### src/rtl/sub_fx_pipe.sv
// sub_fx_pipe: two-stage signed fixed-point subtractor with valid/ready flow
// control. Stage 1 captures the exact difference. Stage 2 rounds half toward
// +inf, saturates to the narrower output format and holds the output sample.
// A sticky counter tracks how many saturated samples entered stage 2.
module sub_fx_pipe #(
    parameter int W_IN     = 13,
    parameter int FRAC_IN  = 8,
    parameter int W_OUT    = 12,
    parameter int FRAC_OUT = 7,
    parameter int CNT_W    = 16
) (
    input  logic                    i_clk,
    input  logic                    i_rst_n,
    input  logic signed [W_IN-1:0]  i_data_1,
    input  logic signed [W_IN-1:0]  i_data_2,
    input  logic                    i_valid,
    output logic                    i_ready,
    output logic signed [W_OUT-1:0] o_data,
    output logic                    o_valid,
    input  logic                    o_ready,
    output logic                    o_sat,
    input  logic                    i_clr,
    output logic [CNT_W-1:0]        o_sat_cnt
);

    localparam int D  = FRAC_IN - FRAC_OUT;
    localparam int WD = W_IN + 1;   // exact difference width
    localparam int WR = W_IN + 2;   // headroom for the rounding carry

    localparam logic signed [WR-1:0] SAT_MAX = WR'((32'sd1 <<< (W_OUT - 1)) - 32'sd1);
    localparam logic signed [WR-1:0] SAT_MIN = WR'(-(32'sd1 <<< (W_OUT - 1)));

    logic signed [WD-1:0]    diff_s;
    logic signed [WD-1:0]    diff_r;
    logic signed [WR-1:0]    rnd_s;
    logic signed [W_OUT-1:0] sat_data_s;
    logic                    sat_flag_s;
    logic                    v1_r;
    logic                    v2_r;
    logic signed [W_OUT-1:0] data_r;
    logic                    sat_r;
    logic [CNT_W-1:0]        cnt_r;
    logic                    in_xfer_s;
    logic                    load2_s;
    logic                    out_xfer_s;

    // Flow control: a full pipeline still accepts when the output drains now.
    assign i_ready    = ~v1_r | ~v2_r | o_ready;
    assign in_xfer_s  = i_valid & i_ready;
    assign load2_s    = v1_r & (~v2_r | o_ready);
    assign out_xfer_s = v2_r & o_ready;

    assign diff_s = $signed({i_data_1[W_IN-1], i_data_1})
                  - $signed({i_data_2[W_IN-1], i_data_2});

    assign o_data    = data_r;
    assign o_valid   = v2_r;
    assign o_sat     = sat_r;
    assign o_sat_cnt = cnt_r;

    generate
        if (D > 0) begin : g_round
            localparam logic signed [WR-1:0] HALF = WR'(32'sd1 <<< (D - 1));
            // Add half an output LSB, then drop D fraction bits (round half up).
            always_comb begin
                rnd_s = ($signed({diff_r[WD-1], diff_r}) + HALF) >>> D;
            end
        end else begin : g_pass
            // Same fraction width: the difference passes through unrounded.
            always_comb begin
                rnd_s = $signed({diff_r[WD-1], diff_r});
            end
        end
    endgenerate

    // Clamp the rounded value into the output range and flag any clamping.
    always_comb begin
        sat_data_s = rnd_s[W_OUT-1:0];
        sat_flag_s = 1'b0;
        if (rnd_s > SAT_MAX) begin
            sat_data_s = SAT_MAX[W_OUT-1:0];
            sat_flag_s = 1'b1;
        end else if (rnd_s < SAT_MIN) begin
            sat_data_s = SAT_MIN[W_OUT-1:0];
            sat_flag_s = 1'b1;
        end else begin
            sat_data_s = rnd_s[W_OUT-1:0];
            sat_flag_s = 1'b0;
        end
    end

    // Stage 1: capture the exact difference on each input transfer.
    always_ff @(posedge i_clk or negedge i_rst_n) begin
        if (!i_rst_n) begin
            v1_r   <= 1'b0;
            diff_r <= '0;
        end else if (in_xfer_s) begin
            v1_r   <= 1'b1;
            diff_r <= diff_s;
        end else if (load2_s) begin
            v1_r   <= 1'b0;
        end else begin
            v1_r   <= v1_r;
        end
    end

    // Stage 2: output register, reloaded only when stage 1 can advance.
    always_ff @(posedge i_clk or negedge i_rst_n) begin
        if (!i_rst_n) begin
            v2_r   <= 1'b0;
            data_r <= '0;
            sat_r  <= 1'b0;
        end else if (load2_s) begin
            v2_r   <= 1'b1;
            data_r <= sat_data_s;
            sat_r  <= sat_flag_s;
        end else if (out_xfer_s) begin
            v2_r   <= 1'b0;
        end else begin
            v2_r   <= v2_r;
        end
    end

    // Saturation counter: one count per saturated sample entering stage 2,
    // sticky at all-ones, and clear takes priority over a coincident count.
    always_ff @(posedge i_clk or negedge i_rst_n) begin
        if (!i_rst_n) begin
            cnt_r <= '0;
        end else if (i_clr) begin
            cnt_r <= '0;
        end else if (load2_s && sat_flag_s && !(&cnt_r)) begin
            cnt_r <= cnt_r + {{(CNT_W-1){1'b0}}, 1'b1};
        end else begin
            cnt_r <= cnt_r;
        end
    end

endmodule

### config.mk
export PLATFORM = sky130hd
export DESIGN_NAME = sub_fx_pipe
export DESIGN_NICKNAME = d
export VERILOG_FILES = /design/src/rtl/sub_fx_pipe.sv
export SDC_FILE = /design/constraint.sdc
export NUM_CORES = 1
export LEC_CHECK = 0
export CAP_MARGIN = 20
export CORE_AREA = 5 5 77 115
export CTS_CLUSTER_DIAMETER = 200
export CTS_CLUSTER_SIZE = 20
export DETAILED_ROUTE_END_ITERATION = 10
export DIE_AREA = 0 0 82 120
export SETUP_SLACK_MARGIN = 0.4
export SYNTH_ARGS = -nofsm -noshare
export SYNTH_HDL_FRONTEND = slang
export SYNTH_SLANG_ARGS = --single-unit
### constraint.sdc
create_clock -name i_clk -period 2.8 [get_ports i_clk]
set_input_delay 0.28 -clock i_clk [delete_from_list [all_inputs] [get_ports i_clk]]
set_output_delay 0.28 -clock i_clk [all_outputs]
set_load 0.005 [all_outputs]
==> out/summary.txt <==
Setup Skew: 0.00293 ns
Seq/Total Area, Yosys: 0.373
Clock power share: 0.269
Fmax: 0.432 GHz
Clock Path Buffers: 2
Total CTS buffers: 5
Routability cong.: 0.896
Die Ht: 120 um
Combinational Power Share: 0.308
Synth area leader: dfrtp_1
Hold WS: 0.475 ns
Detailed Route WL: 6800 um
Startpoint types: flip-flop
Avg Cell Area, Syn: 8.64 um^2
Pwr Total: 0.00206 W
Tightest Pin Transition: 0.639 ns
Synthesized area: 3020 um^2
GRT overflow: 0
Largest net degree at the start of global routing: 46
Worst VDD drop: 0.247 mV
Io pins: 62
Setup crit end kind: flip-flop
Post-detail-place hpwl: 5380 um
Net switching share of the total power: 0.307
Seq. cell area: 1130 um^2
Port Buffers: 61
Static Leak: 1.64 nW
Distinct cell type count after synthesis: 52
Number of remaining DRC errors: 0
Pint: 0.00143 W
Final Hold Fails: 0
Tmin final: 2.32 ns
FP Rows: 40
Most used DFF post-synth: dfrtp_1
Clock sinks: 45
EDFF count, synth: 0
Vias: 2705
Via density: 5.19
First-iteration detailed-routing DRC count: 124
Maxcap violations: 0
Fillers: 772
Crit-path max FO: 11
Clk Latency, worst-skew pair: 0.29 ns
WL/cell: 13.1 um
Root buf cell: clkbuf_16
Design area: 3960 um^2
Syn Inst Count: 350
Footprint of the multi-input gates: 1790 um^2
HP Class: input port to asynchronous set/reset pin
Reg-to-Reg Start: diff_r[0]$_DFFE_PN0P_
Cell Area, Placed: 3740 um^2
Core Area: 7810 um^2
First drt pass iteration count: 4
Yosys warns: 0
Routed Antenna Nets: 0
First-pass GRT wire length: 11800 um
Area grow syn2layout: 31.0%
PD cells: 521 nW/um^2
Slew headroom: 0.571
RSZ-0062 raised after global routing: yes
Outcome: finished clean
R2R depth: 8
Vias in the first global route: 2583
Net Switching: 0.000633 W
Ys async rst share: 1.00
Post-synth net total: 397
Total die area: 9840 um^2
Antenna Cells: 0
Setup Viol. Count Final: 0
Die X: 82 um
R2R Setup Slk: 0.48 ns
Post-synth top area share: 0.373
GRT Total Usage: 0.151
Fin. max-slew vios: 0
Initial antenna violation count: 0
Final critical-path share of the clock period: 0.827
RR Endpoint: o_sat_cnt[4]$_DFFE_PN0P_
# H-tree levels: 2
Reg clk slew, reported paths: 0.06 ns
Starting Density: 0.387
Nets: 462
Commonest non-fill, non-tap cells in the layout: clkdlybuf4s50_1 (60), nand2_1 (45), dfrtp_1 (42)
CTS tree: yes
Share of cells above drive strength 1: 0.0938
Crit Path Class: flip-flop to flip-flop
Post-synthesis register bit count: 45
Ranking of synthesized cells by area: dfrtp_1 (37%), ha_1 (6.2%), nand2_1 (5.6%), o21ai_0 (5.1%), a21oi_1 (4.6%)
Critical path arrival: 2.49 ns
Fin Setup TNS: 0 ns
Crit path required time: 2.97 ns
Commonest non-fill, non-tap cell in the layout: clkdlybuf4s50_1
Sequential power share: 0.422
## worst max-delay path by stage
stage               slack, ns  cells past startpoint                        end             startpoint
finish                   0.48                      8   o_sat_cnt[4]$_DFFE_PN0P_  diff_r[0]$_DFFE_PN0P_
global route             0.39                      8   o_sat_cnt[4]$_DFFE_PN0P_  diff_r[1]$_DFFE_PN0P_
CTS                      0.43                      8   o_sat_cnt[4]$_DFFE_PN0P_  diff_r[0]$_DFFE_PN0P_
detailed placement       0.26                      9     diff_r[10]$_DFFE_PN0P_            i_data_2[2]
global placement         0.30                      9     diff_r[10]$_DFFE_PN0P_            i_data_2[2]
floorplan                0.58                      8  o_sat_cnt[10]$_DFFE_PN0P_  diff_r[0]$_DFFE_PN0P_
## layer usage
layer	routed length (um)	vias to the layer above	part of all wire	GRT usage
met5	0	-	0	0
met4	171	0	0.025	0.0644
met3	254	12	0.037	0.0233
met2	3410	48	0.50	0.259
met1	2970	1253	0.44	0.183
li1	-	1392	-	-
## state kept, by name, summed over array words and instances (netlist names)
| signal | flops |
|---|---|
| diff_r | 14 |
| v1_r | 1 |
| o_sat_cnt | 16 |
| o_sat | 1 |
| o_data | 12 |
| o_valid | 1 |
## stage by stage
stage               setup slack (ns)   util  instances
finish                         0.484  0.507        521
global route                   0.393  0.507        521
CTS                            0.428  0.499        519
detailed placement             0.264  0.479        510
global placement               0.304  0.479        510
floorplan                      0.584      -        350
## worst max-delay path, cell delays in order, from the launching register on
cell,delay [ns]
dfrtp_2,0.40
ha_4,0.16
inv_1,0.07
or4_4,0.56
a211o_1,0.34
nand4b_2,0.12
buf_6,0.15
nor4_1,0.07
mux2_4,0.32
## Yosys cell counts (7+ instances only)
cell / number
nor2b_1: 10
nand3_1: 13
nor2_1: 18
inv_1: 20
o31ai_1: 8
nand2b_1: 7
ha_1: 15
nand2_1: 45
clkbuf_1: 9
a21oi_1: 28
dfrtp_1: 45
o21ai_0: 31
xnor2_1: 10
## logic make-up (layout without fill, tap and decap cells)
| family | count (synthesis) | count (layout) | synth area share |
|---|---|---|---|
| buffers and inverters | 33 | 99 | 0.0476 |
| xor gates and xnor gates | 16 | 16 | 0.0464 |
| adders and majority gates | 16 | 16 | 0.0687 |
| muxes | 8 | 8 | 0.0319 |
| AOI/OAI and AO/OA | 90 | 90 | 0.178 |
| and+or+nand+nor | 142 | 142 | 0.255 |
| DFF | 45 | 45 | 0.373 |
## area by class of cell
cell class                      count  area share
Clock inverter                      2     0.00253
Timing Repair Buffer               71       0.177
Sequential cell                    45       0.285
Clock buffer                        6      0.0325
Tap cell                          105      0.0332
Multi-Input combinational cell    272       0.451
Inverter                           20      0.0190
## timing repair
action / in CTS / in global routing
hold buffers: 0 / 1
endpoints found under the setup margin: 14 / 10
hold endpoints to repair: 0 / 15
cloned: 0 / 0
gates resized for setup: 3 / 10
setup buffers: 1 / 0
## power by group through the flow
| stage | logic [W] | clock network [W] | registers [W] |
|---|---|---|---|
| 3_5_place_dp | 0.000622 | 0 | 0.000881 |
| 2_1_floorplan | 0.000354 | 0 | 0.000858 |
| 4_1_cts | 0.000633 | 0.000574 | 0.000869 |
| 5_1_grt | 0.000717 | 0.000598 | 0.000892 |
| 3_3_place_gp | 0.000617 | 0 | 0.000876 |
| 6_report | 0.000637 | 0.000556 | 0.000872 |
(Power assumes the default switching activity.)
